<file path="config.mk">
export PLATFORM = sky130hd
export DESIGN_NAME = cmd_exec_seq_flat
export DESIGN_NICKNAME = d
export VERILOG_FILES = /design/src/rtl/cmd_pkg.sv /design/src/rtl/cmd_exec_seq_if.sv /design/src/rtl/cmd_alu.sv /design/src/rtl/cmd_exec_seq.sv /design/src/flat_wrapper.sv
export SDC_FILE = /design/constraint.sdc
export NUM_CORES = 1
export LEC_CHECK = 0
export CORE_ASPECT_RATIO = 1.4
export CORE_MARGIN = 2
export CORE_UTILIZATION = 50
export CTS_CLUSTER_SIZE = 12
export DETAILED_ROUTE_END_ITERATION = 6
export GPL_ROUTABILITY_DRIVEN = 0
export HOLD_SLACK_MARGIN = 0.12
export MAX_ROUTING_LAYER = met4
export PLACE_DENSITY = 0.9
export SLEW_MARGIN = 40
export SYNTH_ARGS = -nofsm -noshare
export SYNTH_HDL_FRONTEND = slang
export SYNTH_SLANG_ARGS = --single-unit
</file>
<file path="constraint.sdc">
create_clock -name clk -period 4.5 [get_ports clk]
set_input_delay 0.9 -clock clk [delete_from_list [all_inputs] [get_ports clk]]
set_output_delay 0.9 -clock clk [all_outputs]
set_load 0.01 [all_outputs]
</file>
<file path="src/rtl/cmd_pkg.sv">
`default_nettype none
// ----------------------------------------------------------------------------
// Package  : cmd_pkg
// Desc     : Shared definitions for the instruction sequencer: opcode values,
//            FSM state encoding and instruction-word field positions.
// Revision : 1.0
// ----------------------------------------------------------------------------
package cmd_pkg;

  // Instruction word layout: [7:4] opcode, [3:2] rd, [1:0] rs
  localparam int INSTR_W   = 8;
  localparam int OPC_LSB   = 4;
  localparam int OPC_W     = 4;
  localparam int RD_LSB    = 2;
  localparam int RS_LSB    = 0;
  localparam int REG_IDX_W = 2;

  localparam logic [OPC_W-1:0] OP_NOP  = 4'h0;
  localparam logic [OPC_W-1:0] OP_ADD  = 4'h1;
  localparam logic [OPC_W-1:0] OP_SUB  = 4'h2;
  localparam logic [OPC_W-1:0] OP_AND  = 4'h3;
  localparam logic [OPC_W-1:0] OP_OR   = 4'h4;
  localparam logic [OPC_W-1:0] OP_XOR  = 4'h5;
  localparam logic [OPC_W-1:0] OP_NOT  = 4'h6;
  localparam logic [OPC_W-1:0] OP_MOV  = 4'h7;
  localparam logic [OPC_W-1:0] OP_INC  = 4'h8;
  localparam logic [OPC_W-1:0] OP_DEC  = 4'h9;
  localparam logic [OPC_W-1:0] OP_SHL  = 4'hA;
  localparam logic [OPC_W-1:0] OP_SHR  = 4'hB;
  localparam logic [OPC_W-1:0] OP_HALT = 4'hF;

  typedef enum logic [2:0] {
    ST_IDLE   = 3'd0,
    ST_FETCH  = 3'd1,
    ST_DECODE = 3'd2,
    ST_EXEC   = 3'd3,
    ST_WB     = 3'd4,
    ST_HALTED = 3'd5
  } state_t;

  function automatic logic [OPC_W-1:0] ir_opcode(input logic [INSTR_W-1:0] ir);
    return ir[OPC_LSB +: OPC_W];
  endfunction

  function automatic logic [REG_IDX_W-1:0] ir_rd(input logic [INSTR_W-1:0] ir);
    return ir[RD_LSB +: REG_IDX_W];
  endfunction

  function automatic logic [REG_IDX_W-1:0] ir_rs(input logic [INSTR_W-1:0] ir);
    return ir[RS_LSB +: REG_IDX_W];
  endfunction

endpackage
`default_nettype wire

</file>
<file path="src/rtl/cmd_exec_seq_if.sv">
`default_nettype none
// ----------------------------------------------------------------------------
// Interface: cmd_exec_seq_if
// Desc     : Instruction-memory read port. The sequencer (master) presents an
//            address with a one-cycle read strobe; the memory (slave) returns
//            the instruction word in the following cycle.
// Revision : 1.0
// ----------------------------------------------------------------------------
interface cmd_exec_seq_if #(
  parameter int AW = 8
);
  logic [AW-1:0] instr_addr;
  logic          instr_rd;
  logic [7:0]    instr_data;

  modport master (
    output instr_addr,
    output instr_rd,
    input  instr_data
  );

  modport slave (
    input  instr_addr,
    input  instr_rd,
    output instr_data
  );
endinterface
`default_nettype wire

</file>
<file path="src/rtl/cmd_alu.sv">
`default_nettype none
// ----------------------------------------------------------------------------
// Module   : cmd_alu
// Desc     : Combinational ALU for the sequencer. Produces the truncated result,
//            the carry/borrow bit, whether the opcode updates carry, and whether
//            the opcode writes a register at all.
// Revision : 1.0
// ----------------------------------------------------------------------------
module cmd_alu
  import cmd_pkg::*;
#(
  parameter int DW = 8
) (
  input  logic [OPC_W-1:0] opcode,
  input  logic [DW-1:0]    a,
  input  logic [DW-1:0]    b,
  output logic [DW-1:0]    result,
  output logic             carry,
  output logic             carry_upd,
  output logic             writes
);

  logic [DW:0] wide;

  // Opcode decode and arithmetic; the extra top bit of 'wide' is carry/borrow
  always_comb begin
    wide      = '0;
    result    = '0;
    carry     = 1'b0;
    carry_upd = 1'b0;
    writes    = 1'b0;
    case (opcode)
      OP_ADD: begin
        wide      = {1'b0, a} + {1'b0, b};
        result    = wide[DW-1:0];
        carry     = wide[DW];
        carry_upd = 1'b1;
        writes    = 1'b1;
      end
      OP_SUB: begin
        wide      = {1'b0, a} - {1'b0, b};
        result    = wide[DW-1:0];
        carry     = wide[DW];
        carry_upd = 1'b1;
        writes    = 1'b1;
      end
      OP_AND: begin
        result = a & b;
        writes = 1'b1;
      end
      OP_OR: begin
        result = a | b;
        writes = 1'b1;
      end
      OP_XOR: begin
        result = a ^ b;
        writes = 1'b1;
      end
      OP_NOT: begin
        result = ~a;
        writes = 1'b1;
      end
      OP_MOV: begin
        result = b;
        writes = 1'b1;
      end
      OP_INC: begin
        wide      = {1'b0, a} + {{DW{1'b0}}, 1'b1};
        result    = wide[DW-1:0];
        carry     = wide[DW];
        carry_upd = 1'b1;
        writes    = 1'b1;
      end
      OP_DEC: begin
        wide      = {1'b0, a} - {{DW{1'b0}}, 1'b1};
        result    = wide[DW-1:0];
        carry     = wide[DW];
        carry_upd = 1'b1;
        writes    = 1'b1;
      end
      OP_SHL: begin
        result    = {a[DW-2:0], 1'b0};
        carry     = a[DW-1];
        carry_upd = 1'b1;
        writes    = 1'b1;
      end
      OP_SHR: begin
        result    = {1'b0, a[DW-1:1]};
        carry     = a[0];
        carry_upd = 1'b1;
        writes    = 1'b1;
      end
      OP_NOP:  ;
      default: ;
    endcase
  end

endmodule
`default_nettype wire

</file>
<file path="src/rtl/cmd_exec_seq.sv">
`default_nettype none
// ----------------------------------------------------------------------------
// Module   : cmd_exec_seq
// Desc     : Instruction read/execute sequencer. Fetches the instruction at PC,
//            decodes it, executes on R0..R3 and issues a write-back pulse plus a
//            PC-advance pulse. One instruction per start pulse, or free-running
//            until HALT when CMD_EXEC_AUTORUN_EN is defined.
// Revision : 1.0
// ----------------------------------------------------------------------------
module cmd_exec_seq
  import cmd_pkg::*;
#(
  parameter int DW = 8,
  parameter int AW = 8
) (
  input  logic              clk,
  input  logic              clr,
  input  logic              start,
  input  logic [AW-1:0]     PC,
  input  logic [DW-1:0]     R0,
  input  logic [DW-1:0]     R1,
  input  logic [DW-1:0]     R2,
  input  logic [DW-1:0]     R3,
  cmd_exec_seq_if.master    imem,
  output logic [DW-1:0]     res_alu,
  output logic [1:0]        res_dest,
  output logic              enact,
  output logic              pc_inc,
  output logic              busy,
  output logic              halted,
  output logic              flag_c,
  output logic              flag_z
);

  state_t               state;
  state_t               state_nxt;
  logic [INSTR_W-1:0]   ir;
  logic [OPC_W-1:0]     opcode;
  logic [REG_IDX_W-1:0] rd;
  logic [REG_IDX_W-1:0] rs;
  logic [DW-1:0]        opa;
  logic [DW-1:0]        opb;
  logic [DW-1:0]        alu_res;
  logic                 alu_c;
  logic                 alu_cupd;
  logic                 alu_writes;

  assign opcode = ir_opcode(ir);
  assign rd     = ir_rd(ir);
  assign rs     = ir_rs(ir);

  // Operand selection from the register file: A = R[rd], B = R[rs]
  always_comb begin
    opa = R0;
    opb = R0;
    case (rd)
      2'd0:    opa = R0;
      2'd1:    opa = R1;
      2'd2:    opa = R2;
      default: opa = R3;
    endcase
    case (rs)
      2'd0:    opb = R0;
      2'd1:    opb = R1;
      2'd2:    opb = R2;
      default: opb = R3;
    endcase
  end

  cmd_alu #(
    .DW (DW)
  ) u_alu (
    .opcode    (opcode),
    .a         (opa),
    .b         (opb),
    .result    (alu_res),
    .carry     (alu_c),
    .carry_upd (alu_cupd),
    .writes    (alu_writes)
  );

  // State register; reset abandons any instruction in flight
  always_ff @(posedge clk or negedge clr) begin
    if (!clr) begin
      state <= ST_IDLE;
    end else begin
      state <= state_nxt;
    end
  end

  // Next-state and per-state strobes; IR still holds the instruction during WB
  always_comb begin
    state_nxt       = state;
    imem.instr_rd   = 1'b0;
    imem.instr_addr = '0;
    enact           = 1'b0;
    pc_inc          = 1'b0;
    case (state)
      ST_IDLE: begin
        if (start) begin
          state_nxt = ST_FETCH;
        end
      end
      ST_FETCH: begin
        imem.instr_rd   = 1'b1;
        imem.instr_addr = PC;
        state_nxt       = ST_DECODE;
      end
      ST_DECODE: begin
        state_nxt = ST_EXEC;
      end
      ST_EXEC: begin
        state_nxt = (opcode == OP_HALT) ? ST_HALTED : ST_WB;
      end
      ST_WB: begin
        enact  = alu_writes;
        pc_inc = 1'b1;
`ifdef CMD_EXEC_AUTORUN_EN
        // PC stage advances on this edge, so the next FETCH sees the new PC
        state_nxt = ST_FETCH;
`else
        state_nxt = ST_IDLE;
`endif
      end
      ST_HALTED: begin
        state_nxt = ST_HALTED;
      end
      default: begin
        state_nxt = ST_IDLE;
      end
    endcase
  end

  assign busy   = (state != ST_IDLE) && (state != ST_HALTED);
  assign halted = (state == ST_HALTED);

  // Instruction register, result registers and flags
  always_ff @(posedge clk or negedge clr) begin
    if (!clr) begin
      ir       <= '0;
      res_alu  <= '0;
      res_dest <= '0;
      flag_c   <= 1'b0;
      flag_z   <= 1'b0;
    end else begin
      if (state == ST_DECODE) begin
        ir <= imem.instr_data;
      end
      if ((state == ST_EXEC) && alu_writes) begin
        res_alu  <= alu_res;
        res_dest <= rd;
        flag_z   <= (alu_res == '0);
        if (alu_cupd) begin
          flag_c <= alu_c;
        end
      end
    end
  end

endmodule
`default_nettype wire

</file>
<file path="src/flat_wrapper.sv">
// flat-port wrapper written by rule: the top's interface ports become plain ports
module cmd_exec_seq_flat import cmd_pkg::*;
#(
  parameter int DW = 8,
  parameter int AW = 8
)
  (clk, clr, start, PC, R0, R1, R2, R3, res_alu, res_dest, enact, pc_inc, busy, halted, flag_c, flag_z, imem_instr_addr, imem_instr_rd, imem_instr_data);
  cmd_exec_seq_if #(.AW(AW)) imem_i ();
  input  logic clk;
  input  logic clr;
  input  logic start;
  input  logic [AW-1:0] PC;
  input  logic [DW-1:0] R0;
  input  logic [DW-1:0] R1;
  input  logic [DW-1:0] R2;
  input  logic [DW-1:0] R3;
  output logic [DW-1:0] res_alu;
  output logic [1:0] res_dest;
  output logic enact;
  output logic pc_inc;
  output logic busy;
  output logic halted;
  output logic flag_c;
  output logic flag_z;
  output wire logic [$bits(imem_i.instr_addr)-1:0] imem_instr_addr;
  output wire logic [$bits(imem_i.instr_rd)-1:0] imem_instr_rd;
  input wire logic [$bits(imem_i.instr_data)-1:0] imem_instr_data;
  assign imem_instr_addr = imem_i.instr_addr;
  assign imem_instr_rd = imem_i.instr_rd;
  assign imem_i.instr_data = imem_instr_data;
  cmd_exec_seq #(.DW(DW), .AW(AW)) u_core (.clk(clk), .clr(clr), .start(start), .PC(PC), .R0(R0), .R1(R1), .R2(R2), .R3(R3), .imem(imem_i), .res_alu(res_alu), .res_dest(res_dest), .enact(enact), .pc_inc(pc_inc), .busy(busy), .halted(halted), .flag_c(flag_c), .flag_z(flag_z));
endmodule
</file>
==> run_results.csv <==
group,metric,value,unit
run_status,outcome,"complete, no violations",
sta,finClkSkew,0.000686,ns
cts,cts_inserted_buffers,3,
final_layout,final_cells,521,
sta,rsz0062_at_grt,"no",
power,p_seq_share,14.2,%
floorplanning,core_area,0.00653,mm2
cts,clock_path_buffers,2,
cts,cts_tree,"built",
min_path,min_path_type,"reg2reg",
routing,ant_nets,0,
final_layout,nNetsFinal,527,
synth,synthTopCellsByArea,"dfrtp_1 (17%), ha_1 (10%), mux4_2 (8.1%), mux2_2 (5.1%), a21oi_1 (4.2%)",
synth,syn_area,0.00334,mm2
power,total_power,3.55,mW
sta,tightestPinTransition,0.788,ns
worst_setup_path,arrival,4.45,ns
synth,syn_area_per_cell,8.73,um2
sta,hold_slack,0.495,ns
sta,min_period,4.24,ns
flow_run,maxCapViolCount,0,
final_layout,fin_area,0.00413,mm2
power,power.switching,1.88,mW
cts,hold_buffers,0,
floorplanning,start_util,51.2,%
synth,synthFlopType,"dfrtp_1",
worst_setup_path,crit_family,"compound AO/OA/AOI/OAI gates",
synth,syn_inst,383,
floorplanning,die_w,73.1,um
cts,cts_resized,0,
placed_design,placed_cells,517,
cts,cts_setup_buffers,0,
worst_setup_path,critical_path_class,"in2reg",
worst_setup_path,crit_buf_inv,1,
worst_setup_path,slowest_delay,0.52,ns
routing,remaining_drc_errors,0,
floorplanning,io_pins,76,
global_routing,grt_usage,30.6,%
power,p_leak,1.70,nW
placed_design,postPlaceCellArea,0.00408,mm2
placed_design,dp_slack,0.170,ns
worst_setup_path,cp_slowest_cell,"mux4_2",
synth,synth_top_cell_area_share,17.2,%
worst_setup_path,start_kind,"input pin",
sta,setup_slack,0.263,ns
power,sw_frac_of_total,52.9,%
routing,dr.pass1.iters,6,
placed_design,hpwl,8280,um
final_layout,utilization,63.4,%
cts,path_clk_slew,0.08,ns
synth,ys_ff_latch,23,
floorplanning,die_y,101,um
final_layout,num_antenna_cells,0,
floorplanning,die_area,0.00736,mm2
global_routing,grt_pass1_vias,3695,
global_routing,grt_max_degree,28,
synth,ys_seq_area_share,17.2,%
placed_design,io_buffers,75,
routing,vias,3556,
floorplanning,row_count,35,
synth,yosysWarnings,0,
routing,wl_per_cell,21.1,um
synth,synth_top_cell_by_area,"dfrtp_1",
routing,drt-initial-drc-count,295,
sta,fin_crit_sh,94.2,%
worst_setup_path,cp_max_fo,3,
power,powerDensity,859,mW/mm2
sta,setup_tns,0,ns
power,combPwrFrac,82.0,%
final_layout,post_route_cells_drive_above_1_share,14.1,%
sta,slew_headroom,47.3,%
synth,ys_types,74,
cts,insertion_delay,0.27,ns
cts,cts_root_buf,"clkbuf_8",
synth,synthTopCellsByCount,"a21oi_1 (28), inv_1 (28), nor2_1 (28)",
sta,fmax,236,MHz
final_layout,syn_to_final_growth,23.7,%
synth,async_flop_share,100,%
worst_setup_path,path_cells,"clkdlybuf4s50_1 > mux4_2 > ha_1 > fa_1 > nor2b_1 > a221oi_1 > o221ai_1 > a2111o_1 > nor4_1 > nand4_1 > nor3_1 > a31o_1",
cts,htreeDepth,1,
sta,drv_slew,0,
global_routing,antenna_found_initial,0,
sta,setup_viol,0,
power,clkPwrFrac,3.7,%
sta,final_hold_viol_count,0,
cts,cts.sinks,23,
worst_setup_path,worst_setup_path_end_kind,"flop",
global_routing,grt_pass1_wl,17100,um
global_routing,grt_overflow,0,
worst_setup_path,cp.required,4.72,ns
routing,wl,11000,um
synth,synth-edff-count,0,
synth,syn_nets,462,
power,ir_worst_vdd,0.438,mV
routing,via_per_inst,6.83,
power,intPower,1.67,mW
-- worst reg2reg max path: cells and delay by family, from the launching register on --
kind	cells	cell delay, ns
AO/OA/AOI/OAI	4	1.14
AND/OR/NAND/NOR	4	0.75
adder cells (fa/ha/maj)	2	0.71
flip-flops	1	0.64
multiplexers	1	0.43
-- cells by family after synthesis --
group | count (synthesis) | share of synthesized area (%)
adder cells (fa/ha/maj) | 28 | 10.7
flip-flops | 23 | 17.2
XOR/XNOR | 12 | 3.37
AO/OA/AOI/OAI | 107 | 22.5
buffers and inverters | 55 | 8.76
AND/OR/NAND/NOR | 126 | 20.9
multiplexers | 32 | 16.6
-- final timing paths --
path | to | slack [ns] | cells after the start | startpoint
min in group asynchronous | u_core.res_alu[5] | 0.60 | 1 | clr
worst max register to register | u_core.flag_z | 0.77 | 11 | u_core.ir[3]
worst min register to register | u_core.res_alu[4] | 0.50 | 1 | u_core.res_alu[4]
worst min-delay path | u_core.res_alu[4] | 0.50 | 1 | u_core.res_alu[4]
worst max-delay path | u_core.flag_z | 0.26 | 12 | R0[0]
max in group asynchronous | u_core.res_alu[1] | 3.54 | 1 | clr
-- area by class of cell --
cell class	instances	area, um2
clock buffers	3	41.3
multi-input cells	305	2480
fillers	476	2390
flip-flops and latches	23	576
clock inverters	1	5.00
well taps	74	92.6
repair buffers	87	836
inverters	28	105
-- layout by cell type (no fill, tap or decap), drive strengths merged, types with 8 or more instances in the layout --
master	instances
mux2	15
ha	27
nor2	29
inv	28
o21ai	14
xnor2	12
nor3	8
nand3	10
nand2	22
a21oi	28
clkdlybuf4s50	74
and2	9
dfrtp	23
buf	13
mux4	16
-- per-layer routing --
layer | vias up | routed length, um | track usage (%)
met1 | 1627 | 3660 | 32.4
li1 | 1556 | - | -
met2 | 269 | 5410 | 51.8
met3 | 104 | 874 | 3.40
met5 | - | 0 | -
met4 | 0 | 1030 | 21.8
-- power by group through the flow --
| stage | sequential, mW | combinational, mW | clock (mW) |
|---|---|---|---|
| after floorplan | 0.398 | 2.16 | 0 |
| after global placement | 0.484 | 2.70 | 0 |
| after detailed placement | 0.491 | 2.79 | 0 |
| after CTS | 0.490 | 2.81 | 0.130 |
| after global routing | 0.517 | 3.13 | 0.136 |
| final | 0.505 | 2.91 | 0.133 |
-- sequential cells by signal, indices dropped and copies added (netlist names) --
register         flops
u_core.ir            8
u_core.res_alu       8
u_core.state         3
u_core.res_dest      2
u_core.flag_c        1
u_core.flag_z        1
No activity file was read; power rests on OpenSTA's default activity.
